[config.mk]
export PLATFORM = sky130hd
export DESIGN_NAME = adc_capture_ctrl
export DESIGN_NICKNAME = d
export VERILOG_FILES = /design/src/rtl/adc_capture_pkg.sv /design/src/rtl/adc_decim_strobe.sv /design/src/rtl/adc_capture_ctrl.sv
export SDC_FILE = /design/constraint.sdc
export NUM_CORES = 1
export LEC_CHECK = 0
export CORE_UTILIZATION = 57
export DETAILED_ROUTE_END_ITERATION = 8
export GPL_ROUTABILITY_DRIVEN = 0
export PLACE_DENSITY_LB_ADDON = 0.15
export SYNTH_ARGS = -nofsm -noshare
export SYNTH_HDL_FRONTEND = slang
export SYNTH_HIERARCHICAL = 1
export SYNTH_SLANG_ARGS = --single-unit
[constraint.sdc]
create_clock -name clk -period 5.9 [get_ports clk]
set_clock_uncertainty 0.15 [all_clocks]
set_input_delay 1.475 -clock clk [delete_from_list [all_inputs] [get_ports clk]]
set_output_delay 1.475 -clock clk [all_outputs]
set_load 0.02 [all_outputs]
[src/rtl/adc_capture_pkg.sv]
// Shared types and default widths for the ADC capture write sequencer.
package adc_capture_pkg;

    localparam int unsigned ADC_PRECISION        = 10;
    localparam int unsigned ADC_COUNT_WIDTH      = 16;
    localparam int unsigned ADC_DECIM_WIDTH      = 8;
    localparam int unsigned ADC_FIFO_COUNT_WIDTH = 12;

    typedef enum logic [2:0] {
        IDLE,
        DISCARD,
        CAPTURE,
        DONE,
        ERR
    } state_t;

endpackage

[src/rtl/adc_decim_strobe.sv]
// Decimation phase counter: strobes on count 0 and wraps after cfg_decim.
module adc_decim_strobe
    import adc_capture_pkg::*;
#(
    parameter int unsigned DECIM_WIDTH = ADC_DECIM_WIDTH
) (
    input  logic                   clk,
    input  logic                   rst,
    input  logic                   clear,
    input  logic                   enable,
    input  logic [DECIM_WIDTH-1:0] cfg_decim,
    output logic                   strobe_c
);

    logic [DECIM_WIDTH-1:0] cnt;

    always_ff @(posedge clk) begin
        if (rst || clear) begin
            cnt <= '0;
        end else if (enable) begin
            cnt <= (cnt == cfg_decim) ? '0 : cnt + DECIM_WIDTH'(1);
        end
    end

    assign strobe_c = enable && (cnt == '0);

endmodule

[src/rtl/adc_capture_ctrl.sv]
// Host-armed ADC capture sequencer: settling discard, decimation and
// overflow detection in front of the capture FIFO write port.
module adc_capture_ctrl
    import adc_capture_pkg::*;
#(
    parameter int unsigned PRECISION        = ADC_PRECISION,
    parameter int unsigned FIFO_COUNT_WIDTH = ADC_FIFO_COUNT_WIDTH,
    parameter logic [FIFO_COUNT_WIDTH-1:0] OVERFLOW_THRESHOLD = {FIFO_COUNT_WIDTH{1'b1}},
    parameter int unsigned COUNT_WIDTH      = ADC_COUNT_WIDTH,
    parameter int unsigned DECIM_WIDTH      = ADC_DECIM_WIDTH
) (
    input  logic                        clk,
    input  logic                        rst,
    input  logic                        arm,
    input  logic                        abort,
    input  logic [COUNT_WIDTH-1:0]      cfg_num_samples,
    input  logic [COUNT_WIDTH-1:0]      cfg_discard,
    input  logic [DECIM_WIDTH-1:0]      cfg_decim,
    input  logic [PRECISION-1:0]        adc_code_in,
    input  logic                        fifo_full,
    input  logic [FIFO_COUNT_WIDTH-1:0] wr_data_count,
    output logic                        wr_en,
    output logic [PRECISION-1:0]        wr_data,
    output logic                        busy,
    output logic                        done,
    output logic                        overflow_err,
    output logic [COUNT_WIDTH-1:0]      samples_written
);

    state_t                   state, state_nxt;
    logic [COUNT_WIDTH-1:0]   num_lat, num_nxt;
    logic [COUNT_WIDTH-1:0]   disc_lat, disc_nxt;
    logic [DECIM_WIDTH-1:0]   decim_lat, decim_nxt;
    logic [COUNT_WIDTH-1:0]   disc_cnt, disc_cnt_nxt;
    logic [COUNT_WIDTH-1:0]   sw_nxt;
    logic [PRECISION-1:0]     wr_data_nxt;
    logic                     wr_en_nxt, busy_nxt, done_nxt, ovf_nxt;
    logic                     strobe_c;
    logic                     ovf_hit_c;

    adc_decim_strobe #(
        .DECIM_WIDTH (DECIM_WIDTH)
    ) u_decim (
        .clk       (clk),
        .rst       (rst),
        .clear     (state != CAPTURE),
        .enable    (state == CAPTURE),
        .cfg_decim (decim_lat),
        .strobe_c  (strobe_c)
    );

    assign ovf_hit_c = fifo_full || (wr_data_count >= OVERFLOW_THRESHOLD);

    // Next-state and next-output logic; abort overrides everything including arm.
    always_comb begin
        state_nxt    = state;
        num_nxt      = num_lat;
        disc_nxt     = disc_lat;
        decim_nxt    = decim_lat;
        disc_cnt_nxt = disc_cnt;
        sw_nxt       = samples_written;
        wr_data_nxt  = wr_data;
        wr_en_nxt    = 1'b0;
        done_nxt     = done;
        ovf_nxt      = overflow_err;

        if (abort) begin
            state_nxt    = IDLE;
            done_nxt     = 1'b0;
            ovf_nxt      = 1'b0;
            disc_cnt_nxt = '0;
        end else begin
            case (state)
                IDLE, DONE, ERR: begin
                    if (arm) begin
                        num_nxt      = cfg_num_samples;
                        disc_nxt     = cfg_discard;
                        decim_nxt    = cfg_decim;
                        disc_cnt_nxt = '0;
                        sw_nxt       = '0;
                        done_nxt     = 1'b0;
                        ovf_nxt      = 1'b0;
                        state_nxt    = (cfg_discard == '0) ? CAPTURE : DISCARD;
                    end
                end
                DISCARD: begin
                    if (disc_cnt + COUNT_WIDTH'(1) == disc_lat) begin
                        disc_cnt_nxt = '0;
                        state_nxt    = CAPTURE;
                    end else begin
                        disc_cnt_nxt = disc_cnt + COUNT_WIDTH'(1);
                    end
                end
                CAPTURE: begin
                    // Only reachable with a zero-length request; normal runs leave on the last write.
                    if (samples_written == num_lat) begin
                        state_nxt = DONE;
                        done_nxt  = 1'b1;
                    end else if (strobe_c) begin
                        if (ovf_hit_c) begin
                            state_nxt = ERR;
                            ovf_nxt   = 1'b1;
                        end else begin
                            wr_en_nxt   = 1'b1;
                            wr_data_nxt = adc_code_in;
                            sw_nxt      = samples_written + COUNT_WIDTH'(1);
                            if (samples_written + COUNT_WIDTH'(1) == num_lat) begin
                                state_nxt = DONE;
                                done_nxt  = 1'b1;
                            end
                        end
                    end
                end
                default: state_nxt = IDLE;
            endcase
        end

        busy_nxt = (state_nxt == DISCARD) || (state_nxt == CAPTURE);
    end

    always_ff @(posedge clk) begin
        if (rst) begin
            state           <= IDLE;
            num_lat         <= '0;
            disc_lat        <= '0;
            decim_lat       <= '0;
            disc_cnt        <= '0;
            samples_written <= '0;
            wr_data         <= '0;
            wr_en           <= 1'b0;
            busy            <= 1'b0;
            done            <= 1'b0;
            overflow_err    <= 1'b0;
        end else begin
            state           <= state_nxt;
            num_lat         <= num_nxt;
            disc_lat        <= disc_nxt;
            decim_lat       <= decim_nxt;
            disc_cnt        <= disc_cnt_nxt;
            samples_written <= sw_nxt;
            wr_data         <= wr_data_nxt;
            wr_en           <= wr_en_nxt;
            busy            <= busy_nxt;
            done            <= done_nxt;
            overflow_err    <= ovf_nxt;
        end
    end

endmodule

Yosys cells after proc, flatten, opt, wreduce, memory -nomap -nowiden --
Cells that the tools add are included.
Word-level totals: register bits after elaboration 97, output and inout bits 30
Operators by class: $add $sub $neg 3, magnitude comparators 1, equal/unequal tests 19, multiplexer cells 28, bitwise logic cells 5, reduce and logical (&&, ||, !) cells 18
Operator list (number):
- 16-bit 2-to-1 mux | 5
- 16-bit one-hot mux with 2 select lines | 2
- 16-bit == test | 3
- 16-bit by 1-bit adder with 16-bit output, second input constant | 2
- 3-bit 2-to-1 mux | 7
- 16-bit logical NOT | 1
- 5-bit AND reduction | 3
- 12-bit greater-or-equal comparator, second input constant | 1
- 2-bit inequality test, second input constant | 5
- 3-bit by 2-bit == test with 1-bit output, second input constant | 3
- 1-bit 2-to-1 mux | 9
- 3-bit inequality test, second input constant | 3
- 3-bit one-hot mux with 3 select lines | 1
- 8-bit by 1-bit adder with 8-bit output, second input constant | 1
- 8-bit == test | 1
- 8-bit logical NOT | 1
- 8-bit 2-to-1 mux | 1
- 3-bit by 1-bit == test with 1-bit output, second input constant | 2
- 6-bit AND reduction | 1
- 1-bit NOT | 5
- 5-bit OR reduction | 1
- 1-bit one-hot mux with 2 select lines | 2
- 2-bit nonzero test | 2
- 3-bit == test, second input constant | 1
- 9 further kinds | 11

Longest topological paths before layout --
depth after elaboration 10, mapped depth 13, gate-level depth less buffers 10

Modules after synthesis --
The synthesis kept the hierarchy.
By module, submodules not included:
- adc_capture_ctrl | times used 1, cells an instance 646, area an instance 4822.1 um^2, seq. area each 1781.7 um^2
- adc_decim_strobe | times used 1, cells an instance 55, area an instance 500.5 um^2, seq. area each 160.2 um^2

Least setup slack after synthesis --
Ideal clock, no wire load.
path type input -> register, from in wr_data_count[8], to reg busy, arrival time 3.154 ns, required time 5.629 ns, setup slack 2.475 ns, cell stages on the path 8, path buffers 0, cell sequence nand4_1 nor3_1 nor3b_1 or4b_1 or4_1 o41a_1 nor2_1 nor4_1
Between the ends: cells in the longest elaborated chain, start to end 9
RTL lines:
- start: declaration | RTL line adc_capture_ctrl.sv:21 | input logic [FIFO_COUNT_WIDTH-1:0] wr_data_count,
- 12-bit greater-or-equal comparator * | RTL line adc_capture_ctrl.sv:52 | assign ovf_hit_c = fifo_full || (wr_data_count >= OVERFLOW_THRESHOLD);
- 1-bit logical OR * | RTL line adc_capture_ctrl.sv:52
- 3-bit 2-to-1 mux * | RTL line adc_capture_ctrl.sv:100 | if (ovf_hit_c) begin
- 3-bit 2-to-1 mux * | RTL line adc_capture_ctrl.sv:99 | end else if (strobe_c) begin
- 3-bit 2-to-1 mux * | RTL line adc_capture_ctrl.sv:96 | if (samples_written == num_lat) begin
- 3-bit one-hot mux with 3 select lines * | RTL line adc_capture_ctrl.sv:73 | case (state)
- 3-bit 2-to-1 mux * | RTL line adc_capture_ctrl.sv:67 | if (abort) begin
- 3-bit by 1-bit == test with 1-bit output or 3-bit by 2-bit == test with 1-bit output (tied branches) | RTL line adc_capture_ctrl.sv:118 | busy_nxt = (state_nxt == DISCARD) || (state_nxt == CAPTURE);
- 1-bit logical OR * | RTL line adc_capture_ctrl.sv:118
- end signal: assignment | RTL line adc_capture_ctrl.sv:143 | busy <= busy_nxt;
- end: declaration | RTL line adc_capture_ctrl.sv:24 | output logic busy,
Every way passes the cells marked *; elsewhere a longest branch is shown, timed or not. A chain may end at the register's enable or synchronous reset.

Worst setup path after layout --
from in arm, to reg samples_written[13]
Between the ends: cells in the longest elaborated chain, start to end 2
RTL lines:
- start: declaration | RTL line adc_capture_ctrl.sv:14 | input logic arm,
- 2-bit inequality test (no line)
- 6-bit AND reduction (no line)
- end signal: assignment | RTL line adc_capture_ctrl.sv:140 | samples_written <= sw_nxt;
- end: declaration | RTL line adc_capture_ctrl.sv:27 | output logic [COUNT_WIDTH-1:0] samples_written
Every way passes these cells.

==> results.json <==
{
  "status": "finished, final reports clean",
  "die_area_um2": 9728,
  "holdCritPathClass": "register to register",
  "fmax_ghz": 0.2439,
  "grt_use_total": 0.2851,
  "post-route-util": 0.7233,
  "slew_violations": 0,
  "synthFlopType": "dfxtp_1",
  "synth_seq_cells": 97,
  "antenna_left": 0,
  "cts_buffers": 9,
  "seq_area_frac_synth": 0.3648,
  "vias": 5178,
  "die_x_um": 98.63,
  "die_h_um": 98.63,
  "grt_pass1_wl_um": 22450,
  "io_buffers": 96,
  "synth_warnings": 6,
  "crit_fanout": 26,
  "slew_headroom": 0.4039,
  "worstPathArrival_ns": 4.25,
  "path_class": "input pin to register",
  "drt_iter0_drc": 277,
  "clock_latency_ns": 0.37,
  "grt_max_degree": 66,
  "synth_top_area_cell": "dfxtp_1",
  "required_ns": 6.05,
  "fin_cells": 880,
  "viasPerCell": 5.884,
  "htreeDepth": 3,
  "syn_area_um2": 5323,
  "p_per_area_nw_per_um2": 194.4,
  "final_cell_mix": "141 x nand2_1, 97 x dfxtp_1, 95 x clkdlybuf4s50_1",
  "rsz0062_at_grt": "false",
  "clock_path_buffers": 2,
  "routedWlPerCell_um": 15.40,
  "final-setup-viol-count": 0,
  "tritoncts": "yes",
  "area_growth_pct": 20.83,
  "initial_core_util": 0.5986,
  "grt_pass1_vias": 4859,
  "ir_worst_vdd_mv": 0.1348,
  "period_needed_ns": 4.100,
  "synth_cell_type_count": 61,
  "max-cap-violations": 0,
  "final_common_cell": "nand2_1",
  "drt-pass1-iter-count": 7,
  "critPathCaptureType": "register",
  "cts_hold_buf": 0,
  "clkTransAtPathRegs_ns": 0.10,
  "tightest_slew_ns": 0.8860,
  "cts-root-buf": "clkbuf_8",
  "synth_top_area_share": 0.3648,
  "syn_inst": 701,
  "syn-mean-instance-area_um2": 7.593,
  "postCtsSetupBuffers": 0,
  "synth_fp_nets": 772,
  "post-dp-hpwl_um": 9923,
  "grt.overflow.total": 0,
  "finalHoldViolations": 0,
  "coreArea_um2": 8891,
  "ios": 97,
  "cts.sinks": 97,
  "setup.worst_path.start_class": "input pin",
  "antenna_found_initial": 0,
  "async_reset_ff_frac": 0,
  "dpl.cell_count": 864,
  "nets": 838,
  "drc": 0,
  "synthTopCellsByArea": "dfxtp_1 36%, nand2_1 9.9%, a21oi_1 7.1%, xnor2_1 6.4%, nor2_1 4.4%",
  "period_share": 0.6949,
  "leakagePower_nw": 2.186,
  "ctsResizeCount": 0,
  "synth_edf_count": 0,
  "fin_setup_tns_ns": 0,
  "routed_wl_um": 13550,
  "rows": 34,
  "drive_above_1_share": 0.04275,
  "antenna_cells": 0
}
-- where the power goes --
part	internal [mW]	total (mW)	switching, mW	leakage, nW
Clock	0.162	0.421	0.260	0.0929
Combinational	0.0752	0.148	0.0726	1.31
Sequential	0.668	0.681	0.0129	0.786
-- metal layers --
layer,global-route usage,wire length [µm]
met2,0.4751,6445
met1,0.3656,5887
met3,0.05816,959
met5,0,0
met4,0.1068,260
-- worst max-delay path, stage by stage --
cell and delay, ns:
clkdlybuf4s50_1 0.56, nand2b_1 0.08, a21oi_1 0.14, a21oi_1 0.11, or2_2 0.35, or3_1 0.70, inv_1 0.50, nand3b_1 0.14
a21oi_1 0.18
-- final timing paths --
path | from | endpoint | slack (ns) | cells past startpoint
setup / recovery | arm | samples_written[13] | 1.80 | 9
hold / removal | wr_data[9] | wr_data[9] | 0.32 | 2
setup reg to reg | state[1] | samples_written[13] | 2.07 | 10
hold reg to reg | wr_data[9] | wr_data[9] | 0.32 | 2
-- Yosys cell counts (2+ instances only) --
cell	count
a21o_1	4
a21oi_1	76
a22oi_1	2
a31oi_1	7
a32oi_1	5
and2_1	6
and3_1	7
and4_1	2
and4b_1	2
buf_2	5
buf_4	2
buf_6	2
clkbuf_1	36
dfxtp_1	97
ha_1	4
inv_1	9
mux2i_1	9
nand2_1	141
nand2b_1	4
nand3_1	20
nand3b_1	3
nand4_1	21
nor2_1	62
nor2b_1	9
nor3_1	21
nor3b_1	7
nor4_1	8
nor4b_1	3
nor4bb_1	2
o211ai_1	6
o21a_1	2
o21ai_0	17
o21ai_1	3
o31ai_1	2
or2_2	3
or3_1	4
or4_1	4
xnor2_1	39
xor2_1	23
-- per-stage QoR --
stage,hold WS (ns),instance area [µm²],worst slack [ns],power (mW)
2_1_floorplan,0.2978,5323,2.475,0.7716
3_3_place_gp,0.2943,6248,1.557,0.8385
3_5_place_dp,0.3029,6248,1.449,0.8419
4_1_cts,0.3169,6431,1.813,1.257
5_1_grt,0.3424,6431,1.615,1.298
6_report,0.3170,6431,1.800,1.250
-- final cells by class --
class | count | area [µm²]
clock buffer | 9 | 123.9
clock inverter | 7 | 58.81
fill | 747 | 2460
inverter | 10 | 37.54
multi-input combinational | 549 | 3148
sequential | 97 | 1942
tap | 108 | 135.1
timing repair buffer | 100 | 985.9
-- registers in the layout, summed over array words and instances (netlist names) --
| name | flops |
|---|---|
| decim_lat | 8 |
| num_lat | 16 |
| overflow_err | 1 |
| busy | 1 |
| samples_written | 16 |
| wr_en | 1 |
| wr_data | 10 |
| u_decim/cnt | 8 |
| state | 3 |
| disc_cnt | 16 |
| done | 1 |
| disc_lat | 16 |
-- kinds of logic after synthesis --
group	synth area share
xor gates and xnor gates	0.1051
AOI/OAI and AO/OA	0.1441
buffers and inverters	0.04419
and+or+nand+nor	0.3134
muxes	0.01904
DFF	0.3648
adders and majority gates	0.009403
No activity file was read; power rests on OpenSTA's default activity.
